==> src/rtl/csi2_rx_pkg.sv <==
// Shared definitions for the CSI-2 video frame guard.
//   guard_state_t     : frame-tracking state machine encoding
//   DEFAULT_CNT_WIDTH : default width of the line/pixel geometry counters
package csi2_rx_pkg;

  typedef enum logic [1:0] {
    WAIT_SOF = 2'd0,  // dropping beats until an enabled start of frame
    PASS     = 2'd1,  // forwarding a frame, new frames admitted
    DRAIN    = 2'd2   // forwarding the current frame only, then stop
  } guard_state_t;

  localparam int DEFAULT_CNT_WIDTH = 16;

endpackage

==> src/rtl/csi2_frame_fifo.sv <==
// Synchronous FIFO with a registered output stage.
// Storage is an inferred RAM with registered read; the read register doubles
// as the output holding register, so the total capacity (RAM + output
// register) is exactly DEPTH entries.
//   clk, rst_n : clock, asynchronous active-low reset
//   wr_en      : write wr_data (caller guarantees !full)
//   full       : registered-state full flag, independent of rd_en
//   rd_en      : pop the current output entry (ignored when !rd_valid)
//   rd_valid   : rd_data holds a valid entry
module csi2_frame_fifo #(
  parameter int WIDTH = 8,
  parameter int DEPTH = 16
) (
  input  logic             clk,
  input  logic             rst_n,
  input  logic             wr_en,
  input  logic [WIDTH-1:0] wr_data,
  output logic             full,
  input  logic             rd_en,
  output logic             rd_valid,
  output logic [WIDTH-1:0] rd_data
);

  localparam int AW  = $clog2(DEPTH);
  localparam int CW1 = AW + 1;

  logic [WIDTH-1:0] mem [DEPTH];
  logic [AW-1:0]    wr_ptr_reg;
  logic [AW-1:0]    rd_ptr_reg;
  logic [CW1-1:0]   mem_cnt_reg;
  logic             out_valid_reg;
  logic [WIDTH-1:0] out_data_reg;
  logic             pop;
  logic             load;
  logic [CW1-1:0]   total_cnt;

  assign pop  = rd_en && out_valid_reg;
  // Refill the output register whenever it is empty or being consumed.
  assign load = (mem_cnt_reg != '0) && (!out_valid_reg || pop);

  assign total_cnt = mem_cnt_reg + CW1'(out_valid_reg);
  // Full is derived from registered counts only, so a pop in the same cycle
  // never reopens the write side.
  assign full = (total_cnt == CW1'(DEPTH));

  always_ff @(posedge clk) begin
    if (wr_en) begin
      mem[wr_ptr_reg] <= wr_data;
    end
  end

  always_ff @(posedge clk or negedge rst_n) begin
    if (!rst_n) begin
      wr_ptr_reg    <= '0;
      rd_ptr_reg    <= '0;
      mem_cnt_reg   <= '0;
      out_valid_reg <= 1'b0;
      out_data_reg  <= '0;
    end else begin
      if (wr_en) begin
        wr_ptr_reg <= wr_ptr_reg + AW'(1);
      end
      if (load) begin
        out_data_reg  <= mem[rd_ptr_reg];
        rd_ptr_reg    <= rd_ptr_reg + AW'(1);
        out_valid_reg <= 1'b1;
      end else if (pop) begin
        out_valid_reg <= 1'b0;
      end
      mem_cnt_reg <= mem_cnt_reg + CW1'(wr_en) - CW1'(load);
    end
  end

  assign rd_valid = out_valid_reg;
  assign rd_data  = out_data_reg;

endmodule

==> src/rtl/csi2_video_frame_guard.sv <==
// CSI-2 video frame guard.
// Admits whole frames from an AXI4-Stream video source, checks line length
// and frame height against the programmed geometry, and buffers the accepted
// beats in an output FIFO.
//   px_clk_i, px_arstn_i     : pixel clock, asynchronous active-low reset
//   enable_i                 : admit new frames
//   px_per_line_i            : expected beats per line (0 disables the check)
//   lines_per_frame_i        : expected lines per frame (0: frame never ends)
//   s_t*_i / s_tready_o      : input stream (tuser = start of frame)
//   m_t*_o / m_tready_i      : output stream, same sideband layout
//   frame_done_o             : pulse when a complete frame has been accepted
//   line_err_o               : pulse after a line with the wrong length
//   frame_err_o              : pulse on an early start of frame
//   frame_cnt_o              : completed frame count, wraps
module csi2_video_frame_guard
  import csi2_rx_pkg::*;
#(
  parameter int TDATA_WIDTH = 16,
  parameter int ID_WIDTH    = 1,
  parameter int DEST_WIDTH  = 1,
  parameter int FIFO_DEPTH  = 16,
  parameter int CNT_WIDTH   = DEFAULT_CNT_WIDTH
) (
  input  logic                     px_clk_i,
  input  logic                     px_arstn_i,
  input  logic                     enable_i,
  input  logic [CNT_WIDTH-1:0]     px_per_line_i,
  input  logic [CNT_WIDTH-1:0]     lines_per_frame_i,
  input  logic [TDATA_WIDTH-1:0]   s_tdata_i,
  input  logic [TDATA_WIDTH/8-1:0] s_tstrb_i,
  input  logic [TDATA_WIDTH/8-1:0] s_tkeep_i,
  input  logic                     s_tuser_i,
  input  logic [ID_WIDTH-1:0]      s_tid_i,
  input  logic [DEST_WIDTH-1:0]    s_tdest_i,
  input  logic                     s_tlast_i,
  input  logic                     s_tvalid_i,
  output logic                     s_tready_o,
  output logic [TDATA_WIDTH-1:0]   m_tdata_o,
  output logic [TDATA_WIDTH/8-1:0] m_tstrb_o,
  output logic [TDATA_WIDTH/8-1:0] m_tkeep_o,
  output logic                     m_tuser_o,
  output logic [ID_WIDTH-1:0]      m_tid_o,
  output logic [DEST_WIDTH-1:0]    m_tdest_o,
  output logic                     m_tlast_o,
  output logic                     m_tvalid_o,
  input  logic                     m_tready_i,
  output logic                     frame_done_o,
  output logic                     line_err_o,
  output logic                     frame_err_o,
  output logic [31:0]              frame_cnt_o
);

  localparam int KW = TDATA_WIDTH / 8;
  localparam int PW = TDATA_WIDTH + 2 * KW + 1 + ID_WIDTH + DEST_WIDTH + 1;

  guard_state_t         state_reg, state_next;
  logic [CNT_WIDTH-1:0] px_reg, px_next;
  logic [CNT_WIDTH-1:0] line_reg, line_next;
  logic [CNT_WIDTH-1:0] ppl_reg, ppl_next;
  logic [CNT_WIDTH-1:0] lpf_reg, lpf_next;
  logic [31:0]          frame_cnt_reg, frame_cnt_next;
  logic                 line_err_reg, line_err_next;
  logic                 frame_err_reg, frame_err_next;
  logic                 frame_done_reg, frame_done_next;
  logic                 ready_en_reg;

  logic                 fifo_full;
  logic                 fifo_wr;
  logic [PW-1:0]        fifo_wr_data;
  logic [PW-1:0]        fifo_rd_data;
  logic                 s_accept;
  logic                 start_frame;
  logic                 process_beat;
  logic [CNT_WIDTH-1:0] cur_px, cur_line, cur_ppl, cur_lpf;
  logic [CNT_WIDTH-1:0] px_inc, line_inc;

  // ready_en_reg holds s_tready_o low for the first cycle after reset release.
  // Full blocks the input in every state so a start of frame arriving while
  // the previous frame is still buffered cannot overflow the FIFO.
  assign s_tready_o = ready_en_reg && !fifo_full;
  assign s_accept   = s_tvalid_i && s_tready_o;

  assign fifo_wr_data = {s_tdata_i, s_tstrb_i, s_tkeep_i, s_tuser_i,
                         s_tid_i, s_tdest_i, s_tlast_i};
  assign {m_tdata_o, m_tstrb_o, m_tkeep_o, m_tuser_o,
          m_tid_o, m_tdest_o, m_tlast_o} = fifo_rd_data;

  csi2_frame_fifo #(
    .WIDTH (PW),
    .DEPTH (FIFO_DEPTH)
  ) u_fifo (
    .clk      (px_clk_i),
    .rst_n    (px_arstn_i),
    .wr_en    (fifo_wr),
    .wr_data  (fifo_wr_data),
    .full     (fifo_full),
    .rd_en    (m_tready_i),
    .rd_valid (m_tvalid_o),
    .rd_data  (fifo_rd_data)
  );

  always_ff @(posedge px_clk_i or negedge px_arstn_i) begin
    if (!px_arstn_i) begin
      state_reg      <= WAIT_SOF;
      px_reg         <= '0;
      line_reg       <= '0;
      ppl_reg        <= '0;
      lpf_reg        <= '0;
      frame_cnt_reg  <= '0;
      line_err_reg   <= 1'b0;
      frame_err_reg  <= 1'b0;
      frame_done_reg <= 1'b0;
      ready_en_reg   <= 1'b0;
    end else begin
      state_reg      <= state_next;
      px_reg         <= px_next;
      line_reg       <= line_next;
      ppl_reg        <= ppl_next;
      lpf_reg        <= lpf_next;
      frame_cnt_reg  <= frame_cnt_next;
      line_err_reg   <= line_err_next;
      frame_err_reg  <= frame_err_next;
      frame_done_reg <= frame_done_next;
      ready_en_reg   <= 1'b1;
    end
  end

  always_comb begin
    state_next      = state_reg;
    px_next         = px_reg;
    line_next       = line_reg;
    ppl_next        = ppl_reg;
    lpf_next        = lpf_reg;
    frame_cnt_next  = frame_cnt_reg;
    line_err_next   = 1'b0;
    frame_err_next  = 1'b0;
    frame_done_next = 1'b0;
    fifo_wr         = 1'b0;
    start_frame     = 1'b0;
    process_beat    = 1'b0;

    case (state_reg)
      WAIT_SOF: begin
        if (s_accept && s_tuser_i && enable_i) begin
          state_next   = PASS;
          start_frame  = 1'b1;
          process_beat = 1'b1;
        end
      end
      PASS: begin
        if (!enable_i) begin
          state_next = DRAIN;
        end
        if (s_accept) begin
          process_beat = 1'b1;
          // Early start of frame: restart geometry from this beat.
          if (s_tuser_i) begin
            frame_err_next = 1'b1;
            start_frame    = 1'b1;
          end
        end
      end
      DRAIN: begin
        if (s_accept) begin
          if (s_tuser_i) begin
            frame_err_next = 1'b1;
            state_next     = WAIT_SOF;
          end else begin
            process_beat = 1'b1;
          end
        end
      end
      default: state_next = WAIT_SOF;
    endcase

    // Geometry for this beat: a start-of-frame beat uses freshly sampled
    // inputs and zeroed counters; other beats use the held frame values.
    cur_px   = start_frame ? '0 : px_reg;
    cur_line = start_frame ? '0 : line_reg;
    cur_ppl  = start_frame ? px_per_line_i : ppl_reg;
    cur_lpf  = start_frame ? lines_per_frame_i : lpf_reg;
    px_inc   = cur_px + CNT_WIDTH'(1);
    line_inc = cur_line + CNT_WIDTH'(1);
    if (start_frame) begin
      ppl_next = px_per_line_i;
      lpf_next = lines_per_frame_i;
    end

    if (process_beat) begin
      fifo_wr = 1'b1;
      if (s_tlast_i) begin
        line_err_next = (cur_ppl != '0) && (px_inc != cur_ppl);
        px_next       = '0;
        line_next     = line_inc;
        // End of frame overrides a pending PASS->DRAIN transition.
        if ((cur_lpf != '0) && (line_inc == cur_lpf)) begin
          frame_done_next = 1'b1;
          frame_cnt_next  = frame_cnt_reg + 32'd1;
          state_next      = WAIT_SOF;
        end
      end else begin
        px_next   = px_inc;
        line_next = cur_line;
      end
    end
  end

  assign frame_done_o = frame_done_reg;
  assign line_err_o   = line_err_reg;
  assign frame_err_o  = frame_err_reg;
  assign frame_cnt_o  = frame_cnt_reg;

endmodule

==> config.mk <==
export PLATFORM = sky130hd
export DESIGN_NAME = csi2_video_frame_guard
export DESIGN_NICKNAME = d
export VERILOG_FILES = /design/src/rtl/csi2_rx_pkg.sv /design/src/rtl/csi2_frame_fifo.sv /design/src/rtl/csi2_video_frame_guard.sv
export SDC_FILE = /design/constraint.sdc
export NUM_CORES = 1
export LEC_CHECK = 0
export CAP_MARGIN = 20
export CORE_MARGIN = 4
export CORE_UTILIZATION = 40
export CTS_BUF_LIST = sky130_fd_sc_hd__clkbuf_8 sky130_fd_sc_hd__clkbuf_16
export CTS_CLUSTER_DIAMETER = 150
export CTS_CLUSTER_SIZE = 24
export DETAILED_ROUTE_END_ITERATION = 12
export PLACE_DENSITY_LB_ADDON = 0.2
export SYNTH_ARGS = -nofsm -noshare
export SYNTH_HDL_FRONTEND = slang
export SYNTH_SLANG_ARGS = --single-unit
export TNS_END_PERCENT = 10
==> constraint.sdc <==
create_clock -name px_clk_i -period 14.3 [get_ports px_clk_i]
set_input_delay 2.145 -clock px_clk_i [delete_from_list [all_inputs] [get_ports px_clk_i]]
set_output_delay 2.145 -clock px_clk_i [all_outputs]
set_load 0.05 [all_outputs]
==> Yosys cells after proc, flatten, opt, wreduce, memory -nomap -nowiden <==
Memory sizes are Yosys's and may differ from the RTL's. A register that Yosys moved wholly into a read port is not among the register bits.
Cells that the tools add are included.
{ "word_totals": {"word_cells": 80, "out_inout_bits": 61, "ramBits": 384, "ff_bits": 116, "in_bits": 61, "mem_count": 1} }
{ "classes": {"mux": 33, "reduce_logical": 19, "addsub": 8, "eq_ne": 5} }
{ "mem_list": {"columns": ["name", "depth", "word_bits", "rd", "rd_ports_with_merged_regs", "wr", "line_no", "text"], "rows": [
  ["u_fifo.mem", 16, 24, 1, 1, 1, "csi2_frame_fifo.sv:27", "logic [WIDTH-1:0] mem [DEPTH];"]
]} }
{ "ops": {"columns": ["cell", "n"], "rows": [
  ["16-bit 2-to-1 mux", 6],
  ["16-bit by 1-bit adder with 16-bit output, second input constant", 2],
  ["32-bit by 1-bit adder with 32-bit output, second input constant", 1],
  ["16-bit nonzero test", 2],
  ["1-bit 2-to-1 mux", 17],
  ["16-bit equality test", 1],
  ["16-bit inequality test", 1],
  ["2-bit 2-to-1 mux", 7],
  ["5-bit by 1-bit adder with 5-bit output", 2],
  ["4-bit by 1-bit adder with 4-bit output, second input constant", 2],
  ["1-bit logical AND", 8],
  ["2-bit case mux with 3 select lines", 1],
  ["5-bit equality test, second input constant", 1],
  ["5-bit nonzero test", 1],
  ["5-bit by 1-bit subtractor with 5-bit output", 1],
  ["1-bit zero test", 3],
  ["1-bit case mux with 3 select lines", 1],
  ["3-bit AND reduction", 1],
  ["2-bit by 1-bit equality test with 1-bit output, second input constant", 1],
  ["2-bit equality test, second input constant", 1],
  ["2-bit zero test", 1],
  ["1-bit case mux with 2 select lines", 1],
  ["2-bit nonzero test", 1],
  ["2-bit OR reduction", 1],
  ["1-bit logical OR", 1]
]} }

==> Depth between registers and ports, before layout <==
{ "depth": {"depth_word": 16, "depth_mapped": 21, "depth_no_buf": 16} }

==> Modules after synthesis <==
Synthesis repeated with hierarchy kept, for this count alone.
{ "unflattened": {"cells_unflattened": 1399, "hier_area_um2": 22190.0} }
{ "by_module_without_submodules": {"columns": ["module", "n_inst", "area_each_um2", "seq_area_each_um2", "cells_per_inst"], "rows": [
  ["csi2_frame_fifo", 1, 16379.5, 12482.0, 746],
  ["csi2_video_frame_guard", 1, 5810.6, 2552.4, 653]
]} }

==> Least setup slack after synthesis <==
OpenSTA, ideal clock, no wires.
{ "synth_timing": {"path_type": "input-to-reg", "startpoint": "input port enable_i", "endpoint": "register frame_cnt_reg[16], in the netlist frame_cnt_o[16]", "path_stages": 19, "t_arrival_ps": 5983, "setup_slack_ps": 8175, "path_buffers": 6, "setup_ps": 142, "t_required_ps": 14158, "path_cell_list": "a21oi_1 and4b_1 o21ai_4 buf_2 buf_2 clkbuf_1 clkbuf_1 and2_1 ha_1 buf_2 and2_1 and3_1 a21boi_0 o311ai_0 o31a_1 nor4_4 buf_6 nand4_1 xnor2_1"} }
{ "synth_via": {"elab_chain_cells": 8, "elab_cells_between_ends": 11, "classes_between": "1 x add/sub; 1 x eq/ne; 5 x mux; 4 x reduce/logical"} }
{ "synth_rtl": {"columns": ["item", "line_no", "text"], "rows": [
  ["start, declared", "csi2_video_frame_guard.sv:26", "input logic enable_i,"],
  ["1-bit logical AND *", "csi2_video_frame_guard.sv:144", "if (s_accept && s_tuser_i && enable_i) begin"],
  ["1-bit 2-to-1 mux *", "csi2_video_frame_guard.sv:144", null],
  ["1-bit case mux with 2 select lines", "csi2_video_frame_guard.sv:142", "case (state_reg)"],
  ["16-bit 2-to-1 mux", "csi2_video_frame_guard.sv:179", "cur_line = start_frame ? '0 : line_reg;"],
  ["16-bit by 1-bit adder with 16-bit output", "csi2_video_frame_guard.sv:183", "line_inc = cur_line + CNT_WIDTH'(1);"],
  ["16-bit equality test", "csi2_video_frame_guard.sv:196", "if ((cur_lpf != '0) && (line_inc == cur_lpf)) begin"],
  ["1-bit logical AND", "csi2_video_frame_guard.sv:196", null],
  ["3-bit AND reduction (no line) *", null, null],
  ["end signal, assigned", "csi2_video_frame_guard.sv:120", "frame_cnt_reg <= frame_cnt_next;"],
  ["end, declared", "csi2_video_frame_guard.sv:61", "logic [31:0] frame_cnt_reg, frame_cnt_next;"]
]} }
Mark *: on every way between the ends. The rest lies on a longest branch, timed or not.
A chain may end at the register's enable or synchronous reset.

==> Worst setup path in the final report <==
{ "layout_timing": {"startpoint": "input port s_tuser_i", "endpoint": "register frame_cnt_reg[9], in the netlist frame_cnt_o[9]"} }
{ "layout_via": {"elab_chain_cells": 9, "elab_cells_between_ends": 16, "classes_between": "1 x add/sub; 1 x eq/ne; 9 x mux; 5 x reduce/logical"} }
{ "layout_rtl": {"columns": ["item", "line_no", "text"], "rows": [
  ["start, declared", "csi2_video_frame_guard.sv:32", "input logic s_tuser_i,"],
  ["1-bit logical AND (2 in series)", "csi2_video_frame_guard.sv:144", null],
  ["1-bit 2-to-1 mux", "csi2_video_frame_guard.sv:144", null],
  ["1-bit case mux with 2 select lines", "csi2_video_frame_guard.sv:142", null],
  ["16-bit 2-to-1 mux", "csi2_video_frame_guard.sv:179", null],
  ["16-bit by 1-bit adder with 16-bit output", "csi2_video_frame_guard.sv:183", null],
  ["16-bit equality test", "csi2_video_frame_guard.sv:196", null],
  ["1-bit logical AND", "csi2_video_frame_guard.sv:196", null],
  ["3-bit AND reduction (no line) *", null, null]
]} }
Marks and branches as above.

==> summary.txt <==
STA
  • Post-route clock skew: 0.0134 ns
  • Fin Setup TNS: 0 ns
  • Minimum clock period: 6.30 ns
  • Number of setup violations in the final report: 0
  • Tcrit/Tclk final: 44.1%
  • Slew HR: 28.9%
  • Post-route setup slack: 8.00 ns
  • Worst-margin pin slew: 1.07 ns
  • RSZ-0062 raised after global routing: false
  • Hold Vio Cnt, Final: 0
  • Max Freq: 159 MHz
  • Final Max Tran Viols: 0
  • Fin Hold WS: 0.487 ns

Finish
  • Area Overhead vs Synth: 12.7%
  • Final Cell Area: 0.0250 mm2
  • Nets: 1662
  • Layout cells sized above 1: 10.1%
  • Top register by number of flip-flops: u_fifo.mem
  • Largest register FFs: 384

Synth
  • Synth top area share: 52.0%
  • Post-synthesis average cell area: 15.1 um2
  • Post-synth ARST share: 26.7%
  • Mapped Area: 0.0222 mm2
  • Leading area contributor after synthesis: edfxtp_1
  • Seq/Total Area, Yosys: 67.8%
  • Top-count cell post-synth: edfxtp_1
  • Post-synth EDFFs: 384
  • Yosys Warn Count: 0
  • Number of synthesized register bits: 524
  • Post-Syn Nets: 1557
  • Post-Syn Instances: 1473
  • Synth Flop Type: edfxtp_1
  • Post-synth top cells: edfxtp_1 (384), nand2_1 (162), dfrtp_1 (140)
  • Area contributors post-synth: edfxtp_1 (52%), dfrtp_1 (16%), mux4_2 (7.6%)
  • Unique masters post-synth: 61

Power
  • Tot Pwr: 4030 uW
  • Leak pwr: 0.00886 uW
  • Power Dens Cells: 161 mW/mm2
  • Peak supply drop: 78.9 uV

Floorplan
  • Starting Density: 40.4%
  • # rows: 86
  • I/O pins: 122
  • Core Area: 0.0550 mm2
  • Die height: 244 um
  • Die width: 244 um
  • Die area: 0.0593 mm2

Flow run
  • Maximum Capacitance Violations: 0

Worst setup path
  • CP Max Fanout: 55
  • Required @ worst endpoint: 14.77 ns
  • Startpoint type of the worst setup path: input pin
  • FF-to-FF End: frame_cnt_o[9]
  • Crit Path Class: input pin to register
  • Worst Reg-to-Reg Cells: 17
  • Worst Setup End Kind: register
  • R2R setup slack: 9.44 ns
  • FF-to-FF Start: u_fifo.rd_valid
  • Data arrival, critical path: 6.77 ns

Global route
  • Initial antenna violation count: 3
  • Vias in the first global route: 12910
  • Largest net degree at the start of global routing: 76
  • First-pass GRT wire length: 78800 um
  • GRT Util Overall: 16.9%
  • Grt ovf: 0

Route
  • WL final: 50200 um
  • DR vias/cell: 5.33
  • DRC errors left: 0
  • DR iter-0 viols: 848
  • Wirelength per Cell: 21.4 um
  • Via count: 12514
  • Post-DRT Antenna Nets: 0
  • TritonRoute pass-1 iters: 5

Placement
  • Pre-CTS setup slack: 7.45 ns
  • PortBufs: 121
  • Placed Area: 0.0243 mm2
  • Hpwl dp: 30800 um
  • GPL Wtd Cong: 0.851

Clock tree
  • Clock Path Buffers: 3
  • Hold_buf cts: 0
  • H-Tree Depth: 1
  • Setup bufs post-CTS: 0
  • Clock latency on the worst-skew pair: 0.57 ns
  • Clock Sinks: 524
  • CTS tree: done
  • Clock root cell: clkbuf_16
  • Post-CTS Resized: 0
  • Clk pin slew, worst setup/hold paths: 0.10 ns
  • Total CTS buffers: 25

Min path
  • Min-delay src: frame_cnt_o[31]
  • Worst Hold Endpoint: frame_cnt_o[31]
  • Hold Path Class: register to register
  • Hold depth: 1

Run status
  • Status: finished clean
[worst max-delay path: stages]
cell,delay [ns]
clkdlybuf4s50_1,0.80
and4b_1,0.48
o21ai_4,0.06
buf_4,0.53
and2_1,0.22
ha_1,0.33
and2_1,0.28
and3_1,0.19
a21boi_0,0.19
o311ai_0,0.15
o31a_1,0.39
nor4_4,0.27
buf_4,0.34
nand4_1,0.19
xnor2_1,0.17
[layout make-up]
class                      count  area (um2)
clock inverter                21         110
sequential                   524       15000
inverter                      28         105
multi-input combinational    848        6740
timing repair buffer         151        1440
tap                          748         936
clock buffer                  25         626
fill                        4872       30000
antenna                        1        2.50
[cells in the final DEF, fill, tap and decap left out, drive strengths merged, types with 27 or more instances in the layout]
cell / n
nand3: 27
buf: 31
edfxtp: 384
o21ai: 78
nand4: 33
and3: 30
xnor2: 71
nor2: 55
dfrtp: 140
mux4: 75
nand2: 162
inv: 46
o221ai: 31
mux2i: 68
clkdlybuf4s50: 120
[worst max path at each step]
stage / slack, ns / from / to
after floorplan: 8.17 / enable_i / frame_cnt_o[16]
after global placement: 7.63 / s_tuser_i / frame_cnt_o[17]
after detailed placement: 7.45 / s_tuser_i / frame_cnt_o[9]
after CTS: 8.06 / s_tuser_i / frame_cnt_o[9]
after global routing: 7.69 / s_tuser_i / frame_cnt_o[9]
final: 8.00 / s_tuser_i / frame_cnt_o[9]
[cell families after synthesis]
family	count (synthesis)	synth area share (%)
AOI/OAI and AO/OA	182	5.33
xor gates and xnor gates	88	3.47
adders and majority gates	23	1.33
buffers and inverters	101	1.86
DFF	524	67.8
muxes	161	11.6
other	1	0.0169
and+or+nand+nor	393	8.63
[per-stage QoR]
step / utilization (%) / std cells
CTS: 45.5 / 2345
floorplan: - / 1473
global placement: 44.1 / 2299
finish: 45.5 / 2346
global route: 45.5 / 2345
detailed placement: 44.1 / 2299
[per-layer routing]
layer | global-route usage (%) | vias up | wire [um]
met4 | 3.21 | 2 | 848
met1 | 24.3 | 6400 | 22900
met2 | 27.8 | 254 | 24100
li1 | - | 5812 | -
met5 | 0 | - | 7
met3 | 2.54 | 46 | 2260
[where the power goes]
group	switching, uW	total, uW	internal, uW
registers	155	1920	1770
logic	727	1310	582
clock network	463	803	340
total	1350	4030	2690
Note: power is estimated with default switching activity, not from simulation.
